**src/rtl/spi_reg_writer.sv**
```systemverilog
// Purpose: SPI mode-0 write-only slave that commits 16-bit frames into five 8-bit PWM config registers.
// Latency: register update and wr_commit pulse land SYNC_STAGES+2 clk edges after the pin-level ncs rise.
// Backpressure: none; the controller must respect the SPI timing limits, frames are never stalled.
//
// Ports:
//   clk, rst             system clock, asynchronous active-high reset
//   sclk, ncs, copi      asynchronous SPI pins (mode 0, MSB first, ncs active-low)
//   en_reg_out_7_0 ..    five configuration registers at addresses 0x00..0x04
//   pwm_duty_cycle
//   wr_commit            one-cycle pulse per accepted write frame
module spi_reg_writer #(
    parameter int SYNC_STAGES = 2
) (
    input  logic       clk,
    input  logic       rst,
    input  logic       sclk,
    input  logic       ncs,
    input  logic       copi,
    output logic [7:0] en_reg_out_7_0,
    output logic [7:0] en_reg_out_15_8,
    output logic [7:0] en_reg_pwm_7_0,
    output logic [7:0] en_reg_pwm_15_8,
    output logic [7:0] pwm_duty_cycle,
    output logic       wr_commit
);

    localparam logic [1:0] IDLE   = 2'd0;
    localparam logic [1:0] RECV   = 2'd1;
    localparam logic [1:0] COMMIT = 2'd2;

    localparam logic [4:0] CNT_FULL = 5'd16;
    localparam logic [4:0] CNT_SAT  = 5'd17;

    logic [SYNC_STAGES-1:0] sclk_sync;
    logic [SYNC_STAGES-1:0] ncs_sync;
    logic [SYNC_STAGES-1:0] copi_sync;
    logic                   sclk_hist;
    logic                   ncs_hist;

    // Marks when the ncs chain and its history flop hold real pin samples
    // rather than reset values. Without it, a pin already low at reset
    // release would look like a fresh falling edge and start a bogus frame.
    logic [SYNC_STAGES:0]   sync_fill;

    logic [1:0]  state;
    logic [15:0] shift_reg;
    logic [4:0]  bit_cnt;

    logic sclk_s;
    logic ncs_s;
    logic copi_s;
    logic sclk_rise;
    logic ncs_fall;
    logic ncs_rise;
    logic frame_ok;

    assign sclk_s = sclk_sync[SYNC_STAGES-1];
    assign ncs_s  = ncs_sync[SYNC_STAGES-1];
    assign copi_s = copi_sync[SYNC_STAGES-1];

    assign sclk_rise = sclk_s & ~sclk_hist;
    assign ncs_fall  = ~ncs_s & ncs_hist & sync_fill[SYNC_STAGES];
    assign ncs_rise  = ncs_s & ~ncs_hist;

    assign frame_ok = (bit_cnt == CNT_FULL) && shift_reg[15] && (shift_reg[14:8] <= 7'h04);

    always_ff @(posedge clk or posedge rst) begin
        if (rst) begin
            sclk_sync <= '0;
            ncs_sync  <= '1;
            copi_sync <= '0;
            sclk_hist <= 1'b0;
            ncs_hist  <= 1'b1;
            sync_fill <= '0;
        end else begin
            sclk_sync <= {sclk_sync[SYNC_STAGES-2:0], sclk};
            ncs_sync  <= {ncs_sync[SYNC_STAGES-2:0], ncs};
            copi_sync <= {copi_sync[SYNC_STAGES-2:0], copi};
            sclk_hist <= sclk_s;
            ncs_hist  <= ncs_s;
            sync_fill <= {sync_fill[SYNC_STAGES-1:0], 1'b1};
        end
    end

    always_ff @(posedge clk or posedge rst) begin
        if (rst) begin
            state     <= IDLE;
            shift_reg <= '0;
            bit_cnt   <= '0;
        end else begin
            case (state)
                IDLE: begin
                    if (ncs_fall) begin
                        state     <= RECV;
                        shift_reg <= '0;
                        bit_cnt   <= '0;
                    end
                end
                RECV: begin
                    // The ncs rise wins: an sclk edge in the same cycle belongs
                    // to no frame and is dropped.
                    if (ncs_rise) begin
                        state <= COMMIT;
                    end else if (sclk_rise && !ncs_s) begin
                        shift_reg <= {shift_reg[14:0], copi_s};
                        if (bit_cnt != CNT_SAT) begin
                            bit_cnt <= bit_cnt + 5'd1;
                        end
                    end
                end
                COMMIT: begin
                    state <= IDLE;
                end
                default: begin
                    state <= IDLE;
                end
            endcase
        end
    end

    always_ff @(posedge clk or posedge rst) begin
        if (rst) begin
            en_reg_out_7_0  <= '0;
            en_reg_out_15_8 <= '0;
            en_reg_pwm_7_0  <= '0;
            en_reg_pwm_15_8 <= '0;
            pwm_duty_cycle  <= '0;
            wr_commit       <= 1'b0;
        end else begin
            wr_commit <= 1'b0;
            if (state == COMMIT && frame_ok) begin
                wr_commit <= 1'b1;
                // Address range already limited to 0..4 by frame_ok.
                case (shift_reg[10:8])
                    3'd0:    en_reg_out_7_0  <= shift_reg[7:0];
                    3'd1:    en_reg_out_15_8 <= shift_reg[7:0];
                    3'd2:    en_reg_pwm_7_0  <= shift_reg[7:0];
                    3'd3:    en_reg_pwm_15_8 <= shift_reg[7:0];
                    3'd4:    pwm_duty_cycle  <= shift_reg[7:0];
                    default: ;
                endcase
            end
        end
    end

endmodule
```
**config.mk**
```make
export PLATFORM = sky130hd
export DESIGN_NAME = spi_reg_writer
export DESIGN_NICKNAME = d
export VERILOG_FILES = /design/src/rtl/spi_reg_writer.sv
export SDC_FILE = /design/constraint.sdc
export NUM_CORES = 1
export LEC_CHECK = 0
export BUFFER_PORTS_ARGS = -buffer_cell sky130_fd_sc_hd__buf_2
export CAP_MARGIN = 0
export CORE_ASPECT_RATIO = 1.75
export CORE_MARGIN = 1
export CORE_UTILIZATION = 45
export DETAILED_ROUTE_END_ITERATION = 6
export PLACE_DENSITY = 0.67
export SKIP_CTS_REPAIR_TIMING = 1
export SLEW_MARGIN = 40
export SYNTH_ARGS = -nofsm -noshare
export SYNTH_HDL_FRONTEND = slang
export SYNTH_SLANG_ARGS = --single-unit
```
**constraint.sdc**
```tcl
create_clock -name clk -period 4.7 [get_ports clk]
set_input_delay 0.235 -clock clk [delete_from_list [all_inputs] [get_ports clk]]
set_output_delay 0.235 -clock clk [all_outputs]
set_load 0.005 [all_outputs]
```
==> out/results.ini <==
[synthesis]
ys_ff_latch = 75
synth_cell_types = 38
synth_edf_count = 0
post-synth-top-count-cell = dfrtp_1
netlist_area_mm2 = 0.00300
ys_top_cells_by_area = dfrtp_1, mux2_2, mux2i_1
yosysSeqAreaShare_pct = 62.7
syn-num-nets = 235
yosysTopAreaCell = dfrtp_1
yosys_warnings = 0
syn_avg_cell_area_um2 = 13.2
synth_common_cells = dfrtp_1, mux2_2, nand2_1
synthFlopType = dfrtp_1
synth_top_area_share_pct = 60.1
synthArstFlopShare_pct = 100
synthCells = 227

[drt]
remaining_drc_errors = 0
drtPass1Iterations = 4
first_iter_violations = 72
antenna_left = 0
num_vias = 1903
wl_um = 6020
vias_per_cell = 5.17
wl_per_cell_um = 16.4

[clock_tree]
numCtsBuffers = 9
clock_sinks = 75
cts.path.max_buffers = 2
clkLatencyLatePin_ns = 0.33
htreeDepth = 3
cts_tree = built
clk_transition_reported_paths_ns = 0.05
clock-root-buffer = clkbuf_16

[flow_run]
cap_violations = 0

[critical_path]
crit_path_start_kind = flop
setup.worst_path.end_class = flop
reg2regPathDepth = 6
criticalPathCategory = reg2reg
timing.rr.start = bit_cnt[0]
crit_required_ns = 4.91
rrSetupSlack_ns = 2.26
reg2reg_to = en_reg_out_7_0[3]
worst-path-max-fanout = 8
cp.arrival_ns = 2.65

[layout]
antenna_cells = 0
fillers = 565
area_delta_synth_final_pct = 21.1
largest_reg_flops = 16
layout-drive-gt1-share_pct = 36.4
post-route-util_pct = 55.9
fin_nets = 289

[floorplan]
pin_count = 46
die-area_mm2 = 0.00701
fp.coreArea_mm2 = 0.00649
chipWidth_um = 63.7
rows = 39
initial_core_util_pct = 46.2
die_y_um = 110

[sta]
setup_ws_ns = 2.26
fin_crit_sh_pct = 51.8
report.final.slew_viol_count = 0
final-setup-viol-count = 0
rsz0062_at_grt = no
skew_ns = 0.00552
finalSetupTns_ns = 0
slew_headroom_pct = 44.1
hold_violations = 0
fmax_mhz = 411
worstMarginPinSlew_ns = 0.836
fin_crit_ns = 2.44

[global_route]
grt_max_degree = 53
grt_busiest_layer = met2
grt.met3_usage_pct = 5.76
gr-usage-met2_pct = 33.4
grt_pass1_wl_um = 9620
grt_usage_pct = 19.2
antenna_found_initial = 0
use_met1_pct = 20.6
grt_pass1_vias = 1950
grt-ovfl-total = 0

[power]
peakVddDrop_mv = 0.313
power_density_mw_per_mm2 = 396
p_leak_uw = 0.00193
total_power_uw = 1440

[min_path]
min-delay-start = sclk
min_path_type = in2reg
holdPathStages = 1
holdPathEnd = sclk_sync[0]

[placement]
port_buffers = 45
post-dp-hpwl_um = 4000
pre_cts_ws_ns = 2.34
gp_congestion = 0.818

[run_status]
outcome = completed

-- worst max-delay path: stages (launching register included) --
cell     delay [ns]
dfrtp_1        0.43
inv_1          0.11
ha_1           0.17
nor4b_4        0.30
nand3_1        0.15
or4_1          0.73
mux2_4         0.41
-- per-layer routing --
metal  vias to the layer above  routed length, um
li1                        884                  -
met1                       957               2350
met2                        45               3260
met3                        17                233
met4                         0                174
met5                         -                  0
-- cells in the final DEF (no fill, tap or decap), types with 3 or more instances in the layout --
master,instances
o21ai_0,11
nand4_1,7
dfrtp_1,72
clkbuf_1,3
mux2i_1,13
mux2_4,8
inv_1,18
nor2_1,4
clkbuf_16,9
ha_1,3
nand2_1,26
mux2_2,26
dfstp_2,3
a21oi_1,3
buf_2,45
-- power by group --
part | leakage [uW] | internal, uW | switching, uW
Sequential | 0.00102 | 660 | 14.0
Combinational | 0.000766 | 28.4 | 50.6
Clock | 0.000147 | 439 | 244
Total | 0.00193 | 1130 | 309
-- stage by stage --
stage / instance area, um^2 / std cells / hold WS [ns]
3_5_place_dp: 3310 / 350 / 0.293
3_3_place_gp: 3310 / 350 / 0.282
6_report: 3630 / 368 / 0.0108
2_1_floorplan: 3000 / 227 / 0.239
5_1_grt: 3630 / 368 / 0.00448
4_1_cts: 3610 / 366 / -0.0604
-- layout make-up --
class / instances / area [um^2] / share of cell area [%]
Clock buffer: 14 / 264 / 7.27
Clock inverter: 2 / 35.0 / 0.965
Inverter: 19 / 71.3 / 1.96
Multi-Input combinational cell: 127 / 1020 / 28.0
Sequential cell: 75 / 1880 / 51.8
Tap cell: 82 / 103 / 2.83
Timing Repair Buffer: 49 / 260 / 7.17
-- worst max path at each step --
| stage | startpoint | end | cells past startpoint | slack (ns) |
|---|---|---|---|---|
| 2_1_floorplan | rst | bit_cnt[0] | 1 | 2.56 |
| 6_report | bit_cnt[0] | en_reg_out_7_0[3] | 6 | 2.26 |
| 4_1_cts | bit_cnt[0] | en_reg_out_7_0[3] | 6 | 2.28 |
| 3_5_place_dp | bit_cnt[0] | en_reg_out_7_0[3] | 6 | 2.34 |
| 3_3_place_gp | bit_cnt[0] | en_reg_out_7_0[4] | 6 | 2.39 |
| 5_1_grt | bit_cnt[0] | en_reg_out_7_0[3] | 6 | 2.16 |
-- cells by family after synthesis --
family          after synthesis  synth area share (%)
other cells                   1                 0.125
simple gates                 53                  9.64
mux                          47                  18.1
buf+inv                      25                  3.34
flops                        75                  62.7
compound gates               23                  4.80
fa+ha+maj                     3                  1.25
Power figures use the tool's default switching activity.
